$ cat config.mk
export PLATFORM = sky130hd
export DESIGN_NAME = bht_access_ctrl
export DESIGN_NICKNAME = d
export VERILOG_FILES = /design/src/rtl/bht_access_ctrl.sv
export SDC_FILE = /design/constraint.sdc
export NUM_CORES = 1
export LEC_CHECK = 0
export ABC_AREA = 1
export CAP_MARGIN = 10
export CORE_UTILIZATION = 50
export DETAILED_ROUTE_END_ITERATION = 10
export DONT_BUFFER_PORTS = 1
export GPL_TIMING_DRIVEN = 0
export PLACE_DENSITY_LB_ADDON = 0.05
export SETUP_SLACK_MARGIN = 0.5
export SLEW_MARGIN = 20
export SYNTH_ARGS = -nofsm -noshare
export SYNTH_HDL_FRONTEND = slang
export SYNTH_SLANG_ARGS = --single-unit
$ cat constraint.sdc
create_clock -name clk -period 2.3 [get_ports clk]
set_input_delay 0.345 -clock clk [delete_from_list [all_inputs] [get_ports clk]]
set_output_delay 0.345 -clock clk [all_outputs]
set_load 0.05 [all_outputs]
$ cat src/rtl/bht_access_ctrl.sv
// bht_access_ctrl: BHT port owner -- lookup/update arbitration, forwarded RMW counter updates, timed clear sweep.
// Optional BHT_ACCESS_STATS_EN builds upd_cnt/stall_cnt counters; otherwise those ports are tied to 0.
module bht_access_ctrl #(
  parameter int unsigned IDX_W    = 10,
  parameter logic [1:0]  INIT_VAL = 2'b01,
  parameter int unsigned QDEPTH   = 4
) (
  input  logic             clk,
  input  logic             rst,
  input  logic             flush_req,
  input  logic             lk_valid,
  input  logic [IDX_W-1:0] lk_idx,
  output logic             lk_rvalid,
  output logic             lk_taken,
  input  logic             upd_valid,
  input  logic [IDX_W-1:0] upd_idx,
  input  logic             upd_taken,
  output logic             upd_ready,
  output logic             busy,
  output logic [IDX_W-1:0] ram_raddr,
  input  logic [1:0]       ram_rdata,
  output logic             ram_we,
  output logic [IDX_W-1:0] ram_waddr,
  output logic [1:0]       ram_wdata,
  output logic [31:0]      upd_cnt,
  output logic [31:0]      stall_cnt
);
  localparam int unsigned PW = $clog2(QDEPTH);
  typedef enum logic {CLEAR, RUN} state_t;
  state_t           state_q;
  logic [IDX_W-1:0] sweep_q, rmw_idx_q;
  logic [IDX_W-1:0] q_idx [QDEPTH];
  logic             q_tkn [QDEPTH];
  logic [PW-1:0]    wp_q, rp_q;
  logic [PW:0]      cnt_q;
  logic             rmw_v_q, rmw_tkn_q, lk_rvalid_q, lk_clr_q, fwd_hit_q;
  logic [1:0]       fwd_val_q, op, new_val;
  logic             run, empty, full, push, pop;
  always_comb begin
    run       = state_q == RUN;
    empty     = cnt_q == '0;
    full      = cnt_q == (PW+1)'(QDEPTH);
    upd_ready = run && !full;
    busy      = !run;
    push      = upd_valid && upd_ready;
    pop       = run && !lk_valid && !empty;
    ram_raddr = !run ? '0 : lk_valid ? lk_idx : pop ? q_idx[rp_q] : '0;
    op        = fwd_hit_q ? fwd_val_q : ram_rdata;
    new_val   = rmw_tkn_q ? (op == 2'b11 ? op : op + 2'b01) : (op == 2'b00 ? op : op - 2'b01);
    // rst gates the write port so nothing is written while reset is held, even though reset state is CLEAR
    ram_we    = rst && (!run || rmw_v_q);
    ram_waddr = !ram_we ? '0 : run ? rmw_idx_q : sweep_q;
    ram_wdata = !ram_we ? '0 : run ? new_val : INIT_VAL;
    lk_rvalid = lk_rvalid_q;
    lk_taken  = lk_rvalid_q && (lk_clr_q ? INIT_VAL[1] : op[1]);
  end
  always_ff @(posedge clk)
    if (push) begin
      q_idx[wp_q] <= upd_idx;
      q_tkn[wp_q] <= upd_taken;
    end
  always_ff @(posedge clk or negedge rst)
    if (!rst) begin
      state_q     <= CLEAR;
      sweep_q     <= '0;
      wp_q        <= '0;
      rp_q        <= '0;
      cnt_q       <= '0;
      rmw_v_q     <= 1'b0;
      rmw_tkn_q   <= 1'b0;
      rmw_idx_q   <= '0;
      lk_rvalid_q <= 1'b0;
      lk_clr_q    <= 1'b0;
      fwd_hit_q   <= 1'b0;
      fwd_val_q   <= '0;
    end else begin
      lk_rvalid_q <= lk_valid;
      lk_clr_q    <= !run;
      // RAM returns pre-write data on a same-cycle collision, so capture the written value
      fwd_hit_q   <= run && ram_we && (lk_valid || pop) && ram_raddr == ram_waddr;
      fwd_val_q   <= ram_wdata;
      rmw_v_q     <= pop && !flush_req;
      rmw_tkn_q   <= q_tkn[rp_q];
      rmw_idx_q   <= ram_raddr;
      if (flush_req) begin
        state_q <= CLEAR;
        sweep_q <= '0;
        wp_q    <= '0;
        rp_q    <= '0;
        cnt_q   <= '0;
      end else if (!run) begin
        sweep_q <= sweep_q + 1'b1;
        if (&sweep_q) state_q <= RUN;
      end else begin
        wp_q  <= wp_q + PW'(push);
        rp_q  <= rp_q + PW'(pop);
        cnt_q <= cnt_q + (PW+1)'(push) - (PW+1)'(pop);
      end
    end
`ifdef BHT_ACCESS_STATS_EN
  logic [31:0] upd_cnt_q, stall_cnt_q;
  always_ff @(posedge clk or negedge rst)
    if (!rst) begin
      upd_cnt_q   <= '0;
      stall_cnt_q <= '0;
    end else if (flush_req) begin
      upd_cnt_q   <= '0;
      stall_cnt_q <= '0;
    end else begin
      upd_cnt_q   <= upd_cnt_q + 32'(run && rmw_v_q);
      stall_cnt_q <= stall_cnt_q + 32'(upd_valid && !upd_ready);
    end
  assign upd_cnt   = upd_cnt_q;
  assign stall_cnt = stall_cnt_q;
`else
  assign upd_cnt   = '0;
  assign stall_cnt = '0;
`endif
endmodule
Word-level counts from Yosys, hierarchy flattened --
Memory sizes are Yosys's and may differ from the RTL's. A register that Yosys moved wholly into a read port is not among the register bits. Index checks and enable logic that the tools add are counted.
Cells by class: magnitude comparators 0, div/mod/pow operators 0, $add $sub $neg 7, bitwise operators 0, multiplexer cells 25, $mul 0, reduce and logical (&&, ||, !) cells 22, equality and inequality tests 4, shift operators 0
Operators with widths (number):
- $mux W10 | 7
- $mux W2 | 10
- $add A10 B1 Y10 const B | 1
- $eq A10 B10 Y1 | 1
- $logic_and A1 B1 Y1 | 10
- $reduce_and A10 Y1 | 1
- $logic_not A1 Y1 | 6
- $mux W1 | 6
- $mux W3 | 2
- $add A2 B1 Y2 | 2
- $add A3 B1 Y3 | 1
- $eq A3 B3 Y1 const B | 1
- $logic_not A3 Y1 | 1
- $sub A3 B1 Y3 | 1
- $add A2 B1 Y2 const B | 1
- $eq A2 B2 Y1 const B | 1
- $logic_not A2 Y1 | 1
- $logic_or A1 B1 Y1 | 2
- $ne A2 B2 Y1 const B | 1
- $reduce_bool A2 Y1 | 1
- $sub A2 B1 Y2 const B | 1
Storage, ports and cells: output and inout port bits 91, word-level logic and storage cells 71, RAM bits 44, bits in registers 34, input port bits 28, memory bits (read-only) 0, memories 2, bits in latches 0
Memory list:
- q_idx | words 4, bits a word 10, rd ports 1, clocked after memory_dff 0, write ports 1, RTL line 32 | logic [IDX_W-1:0] q_idx [QDEPTH];
- q_tkn | words 4, bits a word 1, rd ports 1, clocked after memory_dff 1, write ports 1, RTL line 33 | logic q_tkn [QDEPTH];

Longest topological paths before layout --
depth after elaboration 8, depth in mapped cells 14, depth with buffers taken out 13

Worst setup path before layout --
Ideal clock, no wire load.
path type reg2reg, start register state_q, in the netlist run, end register fwd_val_q[1], buffers on the path 2, data required time 1.918 ns, path slack -1.650 ns, arrival 3.569 ns, library setup time 0.382 ns, clock period less this slack 3.950 ns, stages on the path, launching flop included 5, cells stage by stage dfrtp_1 buf_4 inv_4 clkbuf_1 a2111oi_0
On the way: longest elaborated chain between the ends 4, elaborated cells between the ends (all ways) 5, those cells by class mux: 2; reduce/logical: 3
Ends and longest elaborated chain:
- from (decl) | RTL line 30 | state_t state_q;
- from (signal assigned) | RTL line 64 | state_q <= CLEAR;
- from (signal assigned) | RTL line 86 | state_q <= CLEAR;
- from (signal assigned) | RTL line 93 | if (&sweep_q) state_q <= RUN;
- $logic_not A1 Y1
- net busy | RTL line 19 | output logic busy,
- $logic_or A1 B1 Y1 | RTL line 51 | ram_we = rst && (!run || rmw_v_q);
- $logic_and A1 B1 Y1 | RTL line 51
- $mux W2 | RTL line 53 | ram_wdata = !ram_we ? '0 : run ? new_val : INIT_VAL;
- net ram_wdata[1] | RTL line 24 | output logic [1:0] ram_wdata,
- to (signal assigned) | RTL line 81 | fwd_val_q <= ram_wdata;
- to (decl) | RTL line 37 | logic [1:0] fwd_val_q, op, new_val;
The timed path passes the listed nets, and every way through them passes these cells. A chain may end at the register's enable or synchronous reset.

Final worst setup path --
start register state_q, in the netlist run, end register cnt_q[2]
On the way: longest elaborated chain between the ends 6, elaborated cells between the ends (all ways) 9, those cells by class add/sub: 2; mux: 2; reduce/logical: 5
Ends and longest elaborated chain:
- $logic_and A1 B1 Y1 | RTL line 43 | upd_ready = run && !full;
- net upd_ready | RTL line 18 | output logic upd_ready,
- $logic_and A1 B1 Y1 | RTL line 45 | push = upd_valid && upd_ready;
- $add A3 B1 Y3 | RTL line 97 | cnt_q <= cnt_q + (PW+1)'(push) - (PW+1)'(pop);
- $sub A3 B1 Y3 | RTL line 97
- $mux W3 | RTL line 91 | end else if (!run) begin
- $mux W3 | RTL line 85 | if (flush_req) begin
- to (signal assigned) | RTL line 97
- to (decl) | RTL line 35 | logic [PW:0] cnt_q;
The timed path passes the listed nets, and every way through them passes these cells. The select of a mux whose other input is x is not followed.

==> results.toml <==
[place]
placed_area_mm2 = 0.00481
hpwl_mm = 7.08
portBuffers = 0
place.gp.congestion = 0.875

[sta]
rsz0062_at_grt = "true"
period_needed_ns = 2.40
skew_ns = 0.0166
report.final.setup_viol = 8
tns_ns = -0.336
drv_slew = 0
fmax_ghz = 0.417
hold_slack_ns = 0.0205
hold_viol_final = 0
finalCritPeriodShare_pct = 104
max_slew_margin_pct = 39.8
setup_ws_ns = -0.0977
worst_pin_slew_ns = 0.903

[yosys]
synth_area_leaders = "edfxtp_1 31%, dfrtp_1 20%, nand2_1 13%"
synth_top_family_by_area = "simple AND/OR/NAND/NOR gates"
synth_flop_cell = "edfxtp_1"
synth.distinct_cells = 31
yosysSeqAreaShare_pct = 51.2
synth-simple-area-share_pct = 20.4
synth_seq_cells = 79
synthMuxAreaShare_pct = 0.466
synth.top_cell.area_share_pct = 30.8
synth_compound_area_share_pct = 5.62
syn_area_per_cell_um2 = 8.51
synth_xor_area_share_pct = 0.612
synth_commonest_cells = "153 x nand2_1, 68 x buf_4, 67 x inv_1"
synth_cells = 505
synth_adder_area_share_pct = 1.92
ys_warn_count = 0
synth_area_leader_cell = "edfxtp_1"
yosysMostFrequentCell = "nand2_1"
synth-async-reset-ratio_pct = 44.3
synth-edff-count = 44
syn-cell-area_mm2 = 0.00430

[route]
dr.pass1.iters = 5
vias = 4008
drt_iter0_markers = 403
drt-total-wl_mm = 14.0
post_drt_wl_per_cell_um = 17.8
drc = 0
postRouteAntennaNets = 0
viasPerCell = 5.12

[clocking]
clock-sinks = 79
cts_buffers = 9
h-tree-depth = 3
clk_latency_ns = 0.38
root_buffer = "clkbuf_8"
clk_pin_slew_ns = 0.10
cts_buffer_depth = 2
cts_tree = "yes"

[global_route]
grt_overflow = 0
grt_start_max_net_pins = 36
grt_antenna_before_repair = 1
grt_pass1_wl_mm = 17.2
grt_pass1_vias = 3345
grt_usage_pct = 26.6

[layout]
area_growth_pct = 56.0
design_area_mm2 = 0.00670
final_layout_size_suffix_gt1_share_pct = 48.3
num-fill-cells = 439
layout.nets = 706
fin_util_pct = 81.1

[floorplanning]
coreArea_mm2 = 0.00826
die-area_mm2 = 0.00897
dieHeight_um = 94.7
die_w_um = 94.7
start_util_pct = 52.0
pin_count = 119
rows = 33

[worst_hold_path]
hold_path.class = "primary input to flip-flop"

[run]
cap_violations = 0

[pwr]
p_per_area_mw_per_mm2 = 471
finalPower_mw = 3.15
ir_worst_vdd_v = 0.000385
leakage_nw = 3.34

[critical_path]
startpoint_type = "flip-flop"
path_class = "flip-flop to flip-flop"
r2r_slack_ns = -0.1
crit_fanout = 6
critical_path_required_ns = 2.58
arrival_ns = 2.68
end_kind = "flip-flop"

[status]
failed_checks = "negative setup slack"
status = "finished, violations left"
## through the flow
stage | setup slack, ns | cells
finish | -0.0977 | 783
global route | -0.143 | 783
CTS | -0.0402 | 752
detailed placement | -0.244 | 673
global placement | -0.248 | 673
floorplan | 0.0131 | 568
## layout make-up
class                      count  area [µm²]  area share (%)
antenna                        1        2.50          0.0373
buffer                        80         693            10.3
clock buffer                   9         124            1.85
clock inverter                 7        86.3            1.29
inverter                      71         353            5.27
multi-input combinational    338        2190            32.6
sequential                    79        2200            32.9
tap                          105         131            1.96
timing repair buffer          93         921            13.7
## metal layers
layer  global-route usage [%]  vias to the layer above  share of wire (%)
met5                        0                        -                  0
met4                     8.96                        0                3.5
met3                     7.41                       55                 12
met2                     42.9                      311                 50
met1                     34.4                     1848                 35
li1                         -                     1794                  -
## layout by cell type (no fill, tap or decap), types with 4 or more instances in the layout
cell type	instances
o21ai_4	6
nor2_1	21
buf_8	6
nor2_2	5
clkbuf_8	10
edfxtp_1	44
buf_4	120
clkinvlp_4	20
nand2_1	81
nor3_4	4
nand3_2	9
a21oi_1	7
o21ai_0	10
nand2_2	35
inv_1	45
conb_1	64
nand3_1	19
nand2_4	34
buf_6	31
buf_12	6
dfrtp_1	30
dfrtp_2	5
inv_2	4
o21ai_1	7
## final timing paths
| kind | to | start | depth (start not counted) |
|---|---|---|---|
| setup reg to reg | cnt_q[2]$_DFFE_PN0P_ | run$_DFF_PN0_ | 12 |
| setup / recovery | cnt_q[2]$_DFFE_PN0P_ | run$_DFF_PN0_ | 12 |
| min in group asynchronous | rmw_idx_q[3]$_DFF_PN0_ | rst | 2 |
| max in group asynchronous | cnt_q[0]$_DFFE_PN0P_ | rst | 2 |
| hold / removal | sweep_q[8]$_DFFE_PN0P_ | flush_req | 1 |
| hold reg to reg | sweep_q[6]$_DFFE_PN0P_ | sweep_q[5]$_DFFE_PN0P_ | 1 |
## cell families after synthesis
family          Yosys count
simple gates            219
compound gates           44
mux                       2
xor+xnor                  3
flops                    79
fa+ha+maj                 6
buf+inv                 151
other cells               1
## state kept, by name, indices dropped and copies added (netlist names)
| register | cells |
|---|---|
| wp_q | 2 |
| cnt_q | 3 |
| fwd_val_q | 2 |
| rmw_v_q | 1 |
| q_tkn | 4 |
| run | 1 |
| sweep_q | 10 |
| rmw_idx_q | 10 |
| rp_q | 2 |
| fwd_hit_q | 1 |
| lk_clr_q | 1 |
| lk_rvalid | 1 |
| rmw_tkn_q | 1 |
| q_idx | 40 |
## critical path: stages (launching register included)
cell	delay (ns)
dfrtp_1	0.39
buf_6	0.14
inv_8	0.03
clkbuf_16	0.18
a21oi_4	0.39
nand2_4	0.11
ha_4	0.23
inv_2	0.06
ha_4	0.12
inv_2	0.03
fa_2	0.33
xor2_1	0.15
o22ai_1	0.13
## report_power, final
part / internal, mW / switching [mW]
Sequential: 1.50 / 0.00833
Clock: 0.528 / 0.604
Combinational: 0.152 / 0.358
Total: 2.18 / 0.970
## repair_timing
item,4_1_cts,5_1_grt
gates resized for setup,170,77
setup buffers,55,29
cloned,5,1
hold buffers,3,0
hold endpoints to repair,36,0
pin swaps,40,44
setup endpoints to repair,85,78
(Power assumes the default switching activity.)
